$ cat config.mk
export PLATFORM = sky130hd
export DESIGN_NAME = cu_pipe_ctrl
export DESIGN_NICKNAME = d
export VERILOG_FILES = /design/src/rtl/cu_pkg.sv /design/src/rtl/cu_decode.sv /design/src/rtl/cu_pipe_ctrl.sv
export SDC_FILE = /design/constraint.sdc
export NUM_CORES = 1
export LEC_CHECK = 0
export ABC_AREA = 1
export CORE_ASPECT_RATIO = 0.9
export CORE_UTILIZATION = 46
export DETAILED_ROUTE_END_ITERATION = 8
export PLACE_DENSITY_LB_ADDON = 0.2
export REMOVE_ABC_BUFFERS = 1
export SETUP_SLACK_MARGIN = 0.02
export SYNTH_ARGS = -nofsm -noshare
export SYNTH_HDL_FRONTEND = slang
export SYNTH_SLANG_ARGS = --single-unit
$ cat constraint.sdc
create_clock -name clk -period 3.39 [get_ports clk]
set_clock_uncertainty 0.2 [all_clocks]
set_input_delay 1.017 -clock clk [delete_from_list [all_inputs] [get_ports clk]]
set_output_delay 1.017 -clock clk [all_outputs]
set_load 0.02 [all_outputs]
$ cat src/rtl/cu_pkg.sv
// rtl/cu_pkg.sv - opcodes, control-bus layout and field encodings for the pipelined control unit
// Control bus, LSB first: ImmSrc[2:0], ASrc, BSrc, RegWEn, MemWEn, DdataSel[1:0],
// ALUop[ALUOP_W-1:0], Branch, Jump, BrU, BrT[1:0]. Total width 14+ALUOP_W.
package cu_pkg;

  localparam logic [6:0] OPC_LUI    = 7'b0110111;
  localparam logic [6:0] OPC_AUIPC  = 7'b0010111;
  localparam logic [6:0] OPC_JAL    = 7'b1101111;
  localparam logic [6:0] OPC_JALR   = 7'b1100111;
  localparam logic [6:0] OPC_BRANCH = 7'b1100011;
  localparam logic [6:0] OPC_LOAD   = 7'b0000011;
  localparam logic [6:0] OPC_STORE  = 7'b0100011;
  localparam logic [6:0] OPC_OPIMM  = 7'b0010011;
  localparam logic [6:0] OPC_OP     = 7'b0110011;

  localparam logic [6:0] F7_BASE = 7'b0000000;
  localparam logic [6:0] F7_ALT  = 7'b0100000;
  localparam logic [6:0] F7_MEXT = 7'b0000001;

  // Fixed-position fields below the ALU op
  localparam int IMM_LSB    = 0;
  localparam int ASRC_BIT   = 3;
  localparam int BSRC_BIT   = 4;
  localparam int REGWEN_BIT = 5;
  localparam int MEMWEN_BIT = 6;
  localparam int DSEL_LSB   = 7;
  localparam int ALUOP_LSB  = 9;

  // Fields above the ALU op move with its width
  function automatic int branch_bit(input int aluop_w);
    return ALUOP_LSB + aluop_w;
  endfunction
  function automatic int jump_bit(input int aluop_w);
    return ALUOP_LSB + aluop_w + 1;
  endfunction
  function automatic int bru_bit(input int aluop_w);
    return ALUOP_LSB + aluop_w + 2;
  endfunction
  function automatic int brt_lsb(input int aluop_w);
    return ALUOP_LSB + aluop_w + 3;
  endfunction
  function automatic int cbus_width(input int aluop_w);
    return ALUOP_LSB + aluop_w + 5;
  endfunction

  typedef enum logic [2:0] {IMM_I = 3'd0, IMM_S = 3'd1, IMM_B = 3'd2, IMM_U = 3'd3, IMM_J = 3'd4} imm_src_e;
  typedef enum logic [1:0] {DSEL_ALU = 2'b00, DSEL_MEM = 2'b01, DSEL_PC4 = 2'b10} dsel_e;
  typedef enum logic [1:0] {BRT_EQ = 2'b00, BRT_NE = 2'b01, BRT_LT = 2'b10, BRT_GE = 2'b11} brt_e;

  typedef enum logic [4:0] {
    ALU_ADD = 5'd0, ALU_SUB, ALU_SLL, ALU_SLT, ALU_SLTU, ALU_XOR, ALU_SRL, ALU_SRA,
    ALU_OR, ALU_AND, ALU_PASSB,
    ALU_MUL = 5'b10000, ALU_MULH, ALU_MULHSU, ALU_MULHU, ALU_DIV, ALU_DIVU, ALU_REM, ALU_REMU
  } alu_op_e;

  // Base-ISA ALU op from funct3; alt selects SUB/SRA (funct7[5])
  function automatic alu_op_e alu_base(input logic [2:0] f3, input logic alt);
    case (f3)
      3'b000:  return alt ? ALU_SUB : ALU_ADD;
      3'b001:  return ALU_SLL;
      3'b010:  return ALU_SLT;
      3'b011:  return ALU_SLTU;
      3'b100:  return ALU_XOR;
      3'b101:  return alt ? ALU_SRA : ALU_SRL;
      3'b110:  return ALU_OR;
      default: return ALU_AND;
    endcase
  endfunction

endpackage

$ cat src/rtl/cu_decode.sv
// rtl/cu_decode.sv - combinational instruction decoder producing the control bus
// Ports: instr (32b instruction) -> cbus (control bus, zero when illegal), illegal,
//        rs1_used/rs2_used (operand read flags), rs1/rs2/rd register fields.
module cu_decode import cu_pkg::*; #(
  parameter int M_EXT   = 0,
  parameter int ALUOP_W = 4,
  parameter int CBUS_W  = 14 + ALUOP_W
) (
  input  logic [31:0]       instr,
  output logic [CBUS_W-1:0] cbus,
  output logic              illegal,
  output logic              rs1_used,
  output logic              rs2_used,
  output logic [4:0]        rs1,
  output logic [4:0]        rs2,
  output logic [4:0]        rd
);

  localparam int BRANCH_BIT = branch_bit(ALUOP_W);
  localparam int JUMP_BIT   = jump_bit(ALUOP_W);
  localparam int BRU_BIT    = bru_bit(ALUOP_W);
  localparam int BRT_LSB    = brt_lsb(ALUOP_W);

  logic [6:0]        opc;
  logic [2:0]        f3;
  logic [6:0]        f7;
  logic [CBUS_W-1:0] cb;
  logic [4:0]        alu;
  logic              ill;

  assign opc = instr[6:0];
  assign rd  = instr[11:7];
  assign f3  = instr[14:12];
  assign rs1 = instr[19:15];
  assign rs2 = instr[24:20];
  assign f7  = instr[31:25];

  always_comb begin
    cb       = '0;
    ill      = 1'b0;
    rs1_used = 1'b0;
    rs2_used = 1'b0;
    alu      = ALU_ADD;
    case (opc)
      OPC_LUI: begin
        cb[IMM_LSB +: 3] = IMM_U;
        cb[BSRC_BIT]     = 1'b1;
        cb[REGWEN_BIT]   = 1'b1;
        alu              = ALU_PASSB;
      end
      OPC_AUIPC: begin
        cb[IMM_LSB +: 3] = IMM_U;
        cb[ASRC_BIT]     = 1'b1;
        cb[BSRC_BIT]     = 1'b1;
        cb[REGWEN_BIT]   = 1'b1;
      end
      OPC_JAL: begin
        cb[IMM_LSB +: 3]  = IMM_J;
        cb[ASRC_BIT]      = 1'b1;
        cb[BSRC_BIT]      = 1'b1;
        cb[REGWEN_BIT]    = 1'b1;
        cb[DSEL_LSB +: 2] = DSEL_PC4;
        cb[JUMP_BIT]      = 1'b1;
      end
      OPC_JALR: begin
        cb[IMM_LSB +: 3]  = IMM_I;
        cb[BSRC_BIT]      = 1'b1;
        cb[REGWEN_BIT]    = 1'b1;
        cb[DSEL_LSB +: 2] = DSEL_PC4;
        cb[JUMP_BIT]      = 1'b1;
        rs1_used          = 1'b1;
        ill               = (f3 != 3'b000);
      end
      OPC_BRANCH: begin
        cb[IMM_LSB +: 3] = IMM_B;
        cb[ASRC_BIT]     = 1'b1;
        cb[BSRC_BIT]     = 1'b1;
        cb[BRANCH_BIT]   = 1'b1;
        // funct3 {2,0} maps straight onto EQ/NE/LT/GE; funct3[1] marks the unsigned forms
        cb[BRT_LSB +: 2] = brt_e'({f3[2], f3[0]});
        cb[BRU_BIT]      = f3[2] & f3[1];
        rs1_used         = 1'b1;
        rs2_used         = 1'b1;
        ill              = (f3[2:1] == 2'b01);
      end
      OPC_LOAD: begin
        cb[IMM_LSB +: 3]  = IMM_I;
        cb[BSRC_BIT]      = 1'b1;
        cb[REGWEN_BIT]    = 1'b1;
        cb[DSEL_LSB +: 2] = DSEL_MEM;
        rs1_used          = 1'b1;
        ill               = (f3 == 3'b011) || (f3[2:1] == 2'b11);
      end
      OPC_STORE: begin
        cb[IMM_LSB +: 3] = IMM_S;
        cb[BSRC_BIT]     = 1'b1;
        cb[MEMWEN_BIT]   = 1'b1;
        rs1_used         = 1'b1;
        rs2_used         = 1'b1;
        ill              = (f3 > 3'b010);
      end
      OPC_OPIMM: begin
        cb[IMM_LSB +: 3] = IMM_I;
        cb[BSRC_BIT]     = 1'b1;
        cb[REGWEN_BIT]   = 1'b1;
        rs1_used         = 1'b1;
        alu              = alu_base(f3, (f3 == 3'b101) && f7[5]);
        // Only the shift-immediates constrain the upper bits
        if (f3 == 3'b001 && f7 != F7_BASE)
          ill = 1'b1;
        if (f3 == 3'b101 && f7 != F7_BASE && f7 != F7_ALT)
          ill = 1'b1;
      end
      OPC_OP: begin
        cb[REGWEN_BIT] = 1'b1;
        rs1_used       = 1'b1;
        rs2_used       = 1'b1;
        if (f7 == F7_MEXT) begin
          if (M_EXT != 0)
            alu = {2'b10, f3};
          else
            ill = 1'b1;
        end else if (f7 == F7_BASE) begin
          alu = alu_base(f3, 1'b0);
        end else if (f7 == F7_ALT && (f3 == 3'b000 || f3 == 3'b101)) begin
          alu = alu_base(f3, 1'b1);
        end else begin
          ill = 1'b1;
        end
      end
      default: ill = 1'b1;
    endcase
    // ALUOP_W must be 5 whenever M_EXT is set, otherwise the M ops alias base ops
    cb[ALUOP_LSB +: ALUOP_W] = alu[ALUOP_W-1:0];
    if (rd == 5'd0)
      cb[REGWEN_BIT] = 1'b0;
  end

  assign illegal = ill;
  assign cbus    = ill ? '0 : cb;

endmodule

$ cat src/rtl/cu_pipe_ctrl.sv
// rtl/cu_pipe_ctrl.sv - ID/EX, EX/MEM, MEM/WB control registers with hazard, flush and stall handling
// Ports: clk, rst (async, active-high); id_instr/id_valid/id_ready (ID handshake);
//        ex_flush (branch/jump resolved in EX); mem_stall (freeze all stages);
//        {ex,mem,wb}_cbus/_valid/_rd (stage state); ex_illegal; load_use_stall (combinational).
module cu_pipe_ctrl import cu_pkg::*; #(
  parameter int M_EXT   = 0,
  parameter int ALUOP_W = 4,
  parameter int CBUS_W  = 14 + ALUOP_W
) (
  input  logic              clk,
  input  logic              rst,
  input  logic [31:0]       id_instr,
  input  logic              id_valid,
  output logic              id_ready,
  input  logic              ex_flush,
  input  logic              mem_stall,
  output logic [CBUS_W-1:0] ex_cbus,
  output logic [CBUS_W-1:0] mem_cbus,
  output logic [CBUS_W-1:0] wb_cbus,
  output logic              ex_valid,
  output logic              mem_valid,
  output logic              wb_valid,
  output logic [4:0]        ex_rd,
  output logic [4:0]        mem_rd,
  output logic [4:0]        wb_rd,
  output logic              ex_illegal,
  output logic              load_use_stall
);

  logic [CBUS_W-1:0] dec_cbus;
  logic              dec_illegal;
  logic              rs1_used;
  logic              rs2_used;
  logic [4:0]        rs1;
  logic [4:0]        rs2;
  logic [4:0]        dec_rd;
  logic              ex_bubble;

  cu_decode #(
    .M_EXT   (M_EXT),
    .ALUOP_W (ALUOP_W),
    .CBUS_W  (CBUS_W)
  ) u_decode (
    .instr    (id_instr),
    .cbus     (dec_cbus),
    .illegal  (dec_illegal),
    .rs1_used (rs1_used),
    .rs2_used (rs2_used),
    .rs1      (rs1),
    .rs2      (rs2),
    .rd       (dec_rd)
  );

  // A load in EX cannot forward to the instruction in ID until it reaches MEM
  assign load_use_stall = ex_valid && (ex_cbus[DSEL_LSB +: 2] == DSEL_MEM) && (ex_rd != 5'd0) &&
                          ((rs1_used && ex_rd == rs1) || (rs2_used && ex_rd == rs2)) && id_valid;

  // Flush consumes the ID instruction (discarded) so fetch may move on
  assign id_ready  = !mem_stall && (ex_flush || !load_use_stall);
  assign ex_bubble = ex_flush || load_use_stall || !id_valid;

  always_ff @(posedge clk or posedge rst) begin
    if (rst) begin
      ex_valid   <= 1'b0;
      ex_cbus    <= '0;
      ex_rd      <= '0;
      ex_illegal <= 1'b0;
      mem_valid  <= 1'b0;
      mem_cbus   <= '0;
      mem_rd     <= '0;
      wb_valid   <= 1'b0;
      wb_cbus    <= '0;
      wb_rd      <= '0;
    end else if (!mem_stall) begin
      mem_valid <= ex_valid;
      mem_cbus  <= ex_cbus;
      mem_rd    <= ex_rd;
      wb_valid  <= mem_valid;
      wb_cbus   <= mem_cbus;
      wb_rd     <= mem_rd;
      if (ex_bubble) begin
        ex_valid   <= 1'b0;
        ex_cbus    <= '0;
        ex_rd      <= '0;
        ex_illegal <= 1'b0;
      end else begin
        // Illegal instructions travel with valid=1 and an all-zero bus
        ex_valid   <= 1'b1;
        ex_cbus    <= dec_cbus;
        ex_rd      <= dec_rd;
        ex_illegal <= dec_illegal;
      end
    end
  end

endmodule
* Word level (Yosys, flattened, before mapping)
Cells that the tools add are included.
** Storage, ports and cells
- Register bits :: 73
- Bits in latches :: 0
- Memory bits (writable) :: 0
- Memory bits (read-only) :: 0
- Input port bits :: 37
- Output and inout bits :: 75
- Logic and storage cells :: 102
- Memories :: 0
** Cells by class
- Add/sub/neg operators :: 0
- $mul :: 0
- Divide/modulo/power cells :: 0
- Order comparisons :: 1
- Eq/ne operators :: 23
- Shift operators :: 0
- Multiplexer cells :: 32
- Bitwise gates (word level) :: 1
- Reduce and logical (&&, ||, !) cells :: 35
** Operator list (count)
- $pmux 4 s7 :: 3
- $mux 18 :: 2
- $eq 7x6->1 const B :: 4
- $eq 7x7->1 const B :: 3
- $mux 1 :: 18
- $eq 7x5->1 const B :: 2
- $logic_and 1x1->1 :: 12
- $mux 4 :: 3
- $pmux 3 s4 :: 1
- $pmux 4 s3 :: 1
- $eq 5x5->1 :: 2
- $eq 3x3->1 const B :: 3
- $reduce_or 3->1 :: 3
- $reduce_or 8->1 :: 1
- $eq 7x1->1 const B :: 1
- $eq 7x2->1 const B :: 1
- $logic_not 7->1 :: 1
- $ne 7x6->1 const B :: 1
- $pmux 1 s7 :: 1
- $reduce_bool 7->1 :: 1
- $reduce_or 7->1 :: 1
- $eq 3x2->1 const B :: 2
- $logic_or 1x1->1 :: 6
- $reduce_or 6->1 :: 1
- 14 further kinds :: 18

* Longest topological paths before layout
Gate-level depths: netlist of the first run.
- Depth in word-level cells :: 10
- Gate-level depth with buffers :: 14
- Depth with buffers taken out :: 13

* Modules after synthesis
Synthesis of the first run repeated with hierarchy kept, for this count alone.
** Unflattened totals
- Cells, all modules :: 519
- Area total of the unflattened synthesis :: 3788.6 um^2
** By module, submodules not included
- cu_pipe_ctrl :: instances 1, cells each 370, area an instance 3065.4 um^2, seq. area each 1826.8 um^2
- cu_decode :: instances 1, cells each 149, area an instance 723.2 um^2, seq. area each 0.0 um^2

* Least setup slack after synthesis of the first run
Ideal clock, no wire load.
- Path kind :: in2out
- Start point :: input id_instr[3]
- End point :: output id_ready
- Arrival :: 1.875 ns
- Data required time :: 2.173 ns
- Setup slack :: 0.298 ns
- Stages on the path :: 10
- Path through :: inv_1 nand2_1 nor2_4 o21ai_1 nor2_1 nand2_1 nand2_1 nand2_2 o21ai_0 inv_1
** Between the ends
- Longest elaborated chain between the ends :: 10
** Ends and longest elaborated chain
- start, declared :: RTL line cu_pipe_ctrl.sv:12 : input logic [31:0] id_instr,
- $eq 7x7->1 (tied with other cells) :: RTL line cu_decode.sv:44 : case (opc)
- $reduce_or 6->1 (no line) or $reduce_or 3->1 (tied branches)
- $mux 1 :: RTL line cu_decode.sv:44
- $logic_and 1x1->1 :: RTL line cu_pipe_ctrl.sv:56 : ((rs1_used && ex_rd == rs1) || (rs2_used && ex_rd == rs2)) && id_valid;
- $logic_or 1x1->1 (*) :: RTL line cu_pipe_ctrl.sv:56
- $logic_and 1x1->1 (*) :: RTL line cu_pipe_ctrl.sv:55 : assign load_use_stall = ex_valid && (ex_cbus[DSEL_LSB +: 2] == DSEL_MEM) && (ex_rd != 5'd0) &&
- $logic_and 1x1->1 (*) :: RTL line cu_pipe_ctrl.sv:56
- $logic_not 1->1 (*) :: RTL line cu_pipe_ctrl.sv:59 : assign id_ready = !mem_stall && (ex_flush || !load_use_stall);
- $logic_or 1x1->1 (*) :: RTL line cu_pipe_ctrl.sv:59
- $logic_and 1x1->1 (*) :: RTL line cu_pipe_ctrl.sv:59
- end, declared :: RTL line cu_pipe_ctrl.sv:14 : output logic id_ready,
Every way passes the cells marked *; elsewhere a longest branch is shown, timed or not.

* Worst setup path in the final report of the first run
- Start point :: input id_instr[21]
- End point :: output load_use_stall
** Between the ends
- Longest elaborated chain between the ends :: 5
** Ends and longest elaborated chain
- $eq 5x5->1 :: RTL line cu_pipe_ctrl.sv:56
- $logic_and 1x1->1 :: RTL line cu_pipe_ctrl.sv:56
- $logic_or 1x1->1 :: RTL line cu_pipe_ctrl.sv:56
- $logic_and 1x1->1 :: RTL line cu_pipe_ctrl.sv:55
- $logic_and 1x1->1 :: RTL line cu_pipe_ctrl.sv:56
- end, declared :: RTL line cu_pipe_ctrl.sv:27 : output logic load_use_stall
Every way passes these cells.

==> results of run 1 <==
==> layout by cell type, fill, tap and decap left out, drive strengths merged <==
cell,count
bufinv,3
clkinv,1
nor2,30
dfrtp,73
inv,55
o22ai,3
nand2,192
o311ai,1
nor4,2
xor2,1
dlygate4sd2,1
a21oi,3
o211ai,1
clkdlybuf4s50,90
clkinvlp,2
buf,29
xnor2,4
nand3,28
a22oi,1
nand3b,1
and3,1
o21ai,40
clkdlybuf4s15,6
clkbuf,17
nor3,8
==> what timing repair did <==
action                                  in CTS  in global routing
pin swaps                                   21                 23
endpoints found under the setup margin       2                  2
setup buffers                                3                  3
resized for setup                           59                 30
==> routing by layer <==
layer / GRT usage (%) / up-vias / share of wire (%)
li1: - / 1678 / -
met1: 32.4 / 1573 / 45
met2: 37.3 / 108 / 47
met3: 5.47 / 18 / 5.5
met4: 11.2 / 0 / 2.8
met5: 0 / - / 0
==> metrics by stage <==
stage	total power, W	TNS (ns)	util (%)
3_3_place_gp	0.00116	-1.35	66.6
5_1_grt	0.00205	0	71.1
2_1_floorplan	0.00102	0	-
4_1_cts	0.00199	0	70.6
6_report	0.00197	0	71.1
3_5_place_dp	0.00116	-1.44	66.6
==> worst max-delay path, stage by stage <==
cell and delay (ns):
clkdlybuf4s15_1 0.20, xor2_2 0.17, nor4_2 0.21, nand3b_1 0.16
a21oi_4 0.17, buf_6 0.15
==> power groups by stage <==
stage          combinational, W  clock [W]  sequential [W]
6_report               0.000249   0.000818        0.000904
2_1_floorplan         0.0000839          0        0.000940
3_3_place_gp           0.000238          0        0.000919
5_1_grt                0.000272   0.000869        0.000905
3_5_place_dp           0.000242          0        0.000920
4_1_cts                0.000245   0.000839        0.000903
==> state kept, by name (all words and copies together), names as in the netlist <==
register,flops
ex_rd,5
wb_cbus,18
mem_valid,1
mem_rd,5
wb_valid,1
ex_illegal,1
wb_rd,5
ex_cbus,18
ex_valid,1
mem_cbus,18
==> cells in the mapped netlist <==
library cell	count
nand2_4	1
o311ai_0	1
xnor2_1	4
nor2_4	3
nor2_1	24
o22ai_1	3
o21ai_0	32
nand3_2	1
a22oi_1	1
inv_1	51
nand3b_1	1
buf_6	1
xor2_1	1
nor2_2	3
nor4_1	2
o21ai_2	6
o21ai_1	2
o211ai_1	1
and3_1	1
nand3_1	27
dfrtp_1	73
nand2_1	187
clkbuf_1	13
a21oi_1	3
nand2_2	4
nor3_1	8
inv_2	4
==> worst max-delay path by stage <==
| stage | startpoint | to | slack [ns] |
|---|---|---|---|
| 3_3_place_gp | id_instr[5] | id_ready | -0.70 |
| 3_5_place_dp | id_instr[5] | id_ready | -0.75 |
| 2_1_floorplan | mem_stall | id_ready | 0.02 |
| 5_1_grt | id_instr[3] | id_ready | 0.01 |
| 6_report | id_instr[21] | load_use_stall | 0.1 |
| 4_1_cts | id_instr[1] | id_ready | 0.03 |
==> cell families after synthesis <==
| family | after synthesis |
|---|---|
| simple gates | 262 |
| compound gates | 49 |
| buf+inv | 69 |
| xor+xnor | 5 |
| flops | 73 |
==> cell type report <==
| type | count | share of cell area [%] |
|---|---|---|
| Clock buffer | 10 | 2.49 |
| Tap cell | 93 | 2.27 |
| Sequential cell | 73 | 35.6 |
| Inverter | 55 | 4.05 |
| Clock inverter | 6 | 2.22 |
| Multi-Input combinational cell | 316 | 29.2 |
| Timing Repair Buffer | 133 | 24.2 |
==> impl_metrics.tcl, run 1 <==
set metrics [dict create \
    ys_seq_elements 73 \
    cap_viol_max_count 0 \
    synth_top_family_by_area "simple AND/OR/NAND/NOR gates" \
    dr.pass1.iters 4 \
    period_minus_slack_ns 3.29 \
    nFillCells 599 \
    max_slew.worst_pin.slew_ns 0.695 \
    synth_area_leader_cell "dfrtp_1" \
    worstPathArrival_ns 2.08 \
    p_seq_share_pct 45.9 \
    cp.required_ns 2.17 \
    p_sw_share_pct 24.7 \
    syn_to_final_growth_pct 46.2 \
    synth_top_area_share_pct 52.0 \
    hpwl_um 6300 \
    io_pins 112 \
    ant_nets 0 \
    vias 3377 \
    r2r_start "ex_rd[4]" \
    ir_drop_uv 235 \
    die_x_um 94.1 \
    antenna_found_initial 0 \
    hold_viol 0 \
    initial_core_util_pct 48.6 \
    drive_above_1_share_pct 16.2 \
    finalInstanceArea_um2 5130 \
    maxSlewViolCount 0 \
    power.switching_w 0.000486 \
    cts-htree-levels 3 \
    status "completed" \
    gp_congestion 0.956 \
    endpoint_kind "primary output" \
    grt_max_degree 74 \
    grt_overflow_total 0 \
    placed_area_um2 4810 \
    holdPathStages 2 \
    post_synth.cell_area_avg_um2 7.66 \
    tritoncts "built" \
    place_inst 664 \
    r2r.worst_path.cells 11 \
    hp-class "reg2reg" \
    core_um2 7220 \
    ys_warn_count 0 \
    cts-root-buf "clkbuf_8" \
    rrSetupSlack_ns 1.07 \
    yosys-top-cells-area "dfrtp_1, nand2_1, inv_1, o21ai_0, nand3_1" \
    postSynthCellCount 458 \
    dieArea_um2 7980 \
    cts_buffers 9 \
    clock_latency_ns 0.35 \
    ys_seq_area_share_pct 52.0 \
    ys_types 27 \
    rsz0062_at_grt "false" \
    synth_xor_area_share_pct 1.25 \
    powerDensity_nw_per_um2 384 \
    multi_input_comb_area_um2 1500 \
    cts.sinks 73 \
    hold_end "wb_cbus[0]" \
    crit_type "in2out" \
    grt_usage_pct 24.1 \
    max_slew_margin_pct 53.7 \
    leakage_nw 2.57 \
    crit_fanout 2 \
    hold_start "wb_cbus[0]" \
    grt_pass1_wl_um 14900 \
    antenna_cells 0 \
    nets 625 \
    path_clk_slew_ns 0.08 \
    power.combinational.fraction_pct 12.7 \
    rr_endpoint "ex_cbus[14]" \
    syn-cell-area_um2 3510 \
    die_h_um 84.9 \
    grt_pass1_vias 3160 \
    clkPwrFrac_pct 41.5 \
    synth-simple-area-share_pct 31.1 \
    worstSetupStartpointType "input pin" \
    max_freq_mhz 304 \
    viasPerCell 4.92 \
    rows 29 \
    wl_per_cell_um 13.4 \
    whs_ns 0.280 \
    portBuffers 111 \
    clk_path_buf_depth 2 \
    setup-violations-final 0 \
    drtIter0Drc 188 \
    fin_crit_sh_pct 97.1 \
    postLayoutSetupSlackWorst_ns 0.0966 \
    synth-compound-area-share_pct 7.99 \
    muxShareOfSynthArea_pct 0 \
    fin_cells 686 \
    drc 0 \
    postCtsHoldBufs 0 \
    synthAdderAreaFrac_pct 0 \
    place_ws_ns -0.748 \
    regArea_um2 1830 \
    internal_power_w 0.00148 \
    route.final.wire_length_um 9200 \
]
(Power assumes the default switching activity.)
==> run 2, diff against run 1 <==
--- a/config.mk
+++ b/config.mk
@@ -12,6 +12,7 @@
 export PLACE_DENSITY_LB_ADDON = 0.2
 export REMOVE_ABC_BUFFERS = 1
 export SETUP_SLACK_MARGIN = 0.02
+export SLEW_MARGIN = 20
 export SYNTH_ARGS = -nofsm -noshare
 export SYNTH_HDL_FRONTEND = slang
 export SYNTH_SLANG_ARGS = --single-unit
==> results of run 2 <==
The final DEF is identical to that of run 1; final timing and power are the same.
==> run 3, diff against run 2 <==
--- a/config.mk
+++ b/config.mk
@@ -9,9 +9,11 @@
 export CORE_ASPECT_RATIO = 0.9
 export CORE_UTILIZATION = 46
 export DETAILED_ROUTE_END_ITERATION = 8
+export MAX_ROUTING_LAYER = met4
 export PLACE_DENSITY_LB_ADDON = 0.2
 export REMOVE_ABC_BUFFERS = 1
 export SETUP_SLACK_MARGIN = 0.02
+export SKIP_CTS_REPAIR_TIMING = 1
 export SLEW_MARGIN = 20
 export SYNTH_ARGS = -nofsm -noshare
 export SYNTH_HDL_FRONTEND = slang
==> run 3 against run 2 <==
Utilization increased by 0.85 points. Clock power about the same. Register-to-register slack improved by 0.13 ns. Fmax decreased by 0.25%. Worst setup slack got worse by 0.0082 ns. Critical path depth increased by 6. Cell count decreased by 0.15%. First-iteration DRC count decreased by 14%. Sequential share of layout area decreased by 0.42 points. Non-clock buffer count decreased by 1. Global-route usage decreased by 0.54 points. Critical path type unchanged. Critical endpoint is now id_ready. Largest cell class unchanged.
==> impl_metrics.tcl, run 3 (same netlist as run 1, synthesis figures left out) <==
set metrics [dict create \
    max_freq_mhz 303 \
    antenna_cells 0 \
    vias 3349 \
    tritoncts "built" \
    grt_max_degree 74 \
    r2r.worst_path.cells 10 \
    initial_core_util_pct 48.6 \
    rsz0062_at_grt "true" \
    postLayoutSetupSlackWorst_ns 0.0885 \
    path_clk_slew_ns 0.07 \
    grt_usage_pct 23.6 \
    endpoint_kind "primary output" \
    drtIter0Drc 161 \
    leakage_nw 2.69 \
    rrSetupSlack_ns 1.20 \
    cts-root-buf "clkbuf_8" \
    ant_nets 0 \
    dieArea_um2 7980 \
    crit_path_end "id_ready" \
    core_um2 7220 \
    grt_pass1_vias 3022 \
    status "completed" \
    nFillCells 579 \
    hold_viol 0 \
    place_inst 664 \
    period_minus_slack_ns 3.30 \
    drc 0 \
    max_slew.worst_pin.slew_ns 0.679 \
    gp_congestion 0.974 \
    syn_to_final_growth_pct 48.0 \
    viasPerCell 4.89 \
    crit_type "in2out" \
    finalInstanceArea_um2 5190 \
    rows 29 \
    r2r_start "ex_rd[4]" \
    die_h_um 84.9 \
    crit_fanout 4 \
    clk_path_buf_depth 2 \
    rr_endpoint "ex_cbus[8]" \
    hp-class "reg2reg" \
    mostFrequentLayoutCell "nand2_1" \
    worstPathArrival_ns 2.08 \
    cap_viol_max_count 0 \
    max_slew_margin_pct 54.8 \
    io_pins 112 \
    wl_per_cell_um 13.1 \
    portBuffers 111 \
    whs_ns 0.280 \
    worstSetupStartpointType "input pin" \
    route.final.wire_length_um 8970 \
    powerDensity_nw_per_um2 381 \
    setup-violations-final 0 \
    placed_area_um2 4810 \
    fin_cells 685 \
    antenna_found_initial 0 \
    maxSlewViolCount 0 \
    cts-htree-levels 3 \
    cts_buffers 9 \
    critPathLaunch "id_instr[4]" \
    nets 624 \
    dr.pass1.iters 4 \
    grt_overflow_total 0 \
    hpwl_um 6290 \
    grt_pass1_wl_um 14300 \
    reg_top3 "ex_cbus (18), mem_cbus (18), wb_cbus (18)" \
    mostFrequentLayoutCells "nand2_1, clkdlybuf4s50_1, dfrtp_1" \
    final_core_utilization_pct 71.9 \
    drive_above_1_share_pct 15.0 \
    die_x_um 94.1 \
    place_ws_ns -0.734 \
    cts.sinks 73 \
    clock_latency_ns 0.34 \
    ir_drop_uv 217 \
    fin_crit_sh_pct 97.4 \
    cp.required_ns 2.17 \
]
-- run 3: cell count changes in the layout (fill, tap and decap cells not counted), sizes merged --
| cell | change |
|---|---|
| buf | -2 |
| clkbuf | -4 |
| clkdlybuf4s15 | -6 |
| dlygate4sd2 | -1 |
| dlymetal6s2s | +12 |
-- run 3: how the worst min path moves through the flow --
| stage | cells past startpoint | endpoint | start |
|---|---|---|---|
| after CTS | 2 | wb_cbus[3] | wb_cbus[3] |
| after global placement | 2 | wb_cbus[4] | wb_cbus[4] |
| after global routing | 2 | wb_cbus[3] | wb_cbus[3] |
| after detailed placement | 2 | wb_cbus[5] | wb_cbus[5] |
| final | 2 | wb_cbus[3] | wb_cbus[3] |
| after floorplan | 2 | wb_rd[3] | wb_rd[3] |
-- run 3: worst max-delay path, cell delays in order --
cell and delay (ns):
clkbuf_2 0.12, inv_2 0.09, nand2_4 0.07, nor2_4 0.13, nand2_2 0.07, nand3_2 0.08, nand2_2 0.07, nand2_2 0.08
nand2_2 0.07, o21ai_2 0.12, inv_1 0.05, buf_6 0.12
-- run 3: layer usage --
| metal | vias up | track usage [%] | part of all wire, % |
|---|---|---|---|
| li1 | 1685 | - | - |
| met1 | 1532 | 32.0 | 45 |
| met2 | 116 | 35.9 | 48 |
| met3 | 16 | 4.21 | 5.1 |
| met4 | 0 | 7.97 | 1.6 |
| met5 | - | - | 0 |
-- run 3: area by class of cell --
class	count	area [um2]	area share [%]
inverter	55	215	4.14
clock buffer	10	128	2.46
timing repair buffer	132	1290	24.9
multi-input combinational	316	1500	28.9
clock inverter	6	114	2.19
tap	93	116	2.24
sequential	73	1830	35.2
-- run 3: per-stage QoR --
step	setup TNS, ns	power [W]
3_5_place_dp	-1.41	0.00116
5_1_grt	-0.0453	0.00205
6_report	0	0.00198
2_1_floorplan	0	0.00102
3_3_place_gp	-1.35	0.00116
4_1_cts	-1.44	0.00198
-- run 3: power by group --
part           leakage, nW  total [W]  switching (W)  internal [W]
Combinational         1.57   0.000253       0.000144      0.000109
Clock                0.113   0.000819       0.000328      0.000492
Sequential            1.01   0.000904      0.0000157      0.000888
Total                 2.69    0.00198       0.000488       0.00149
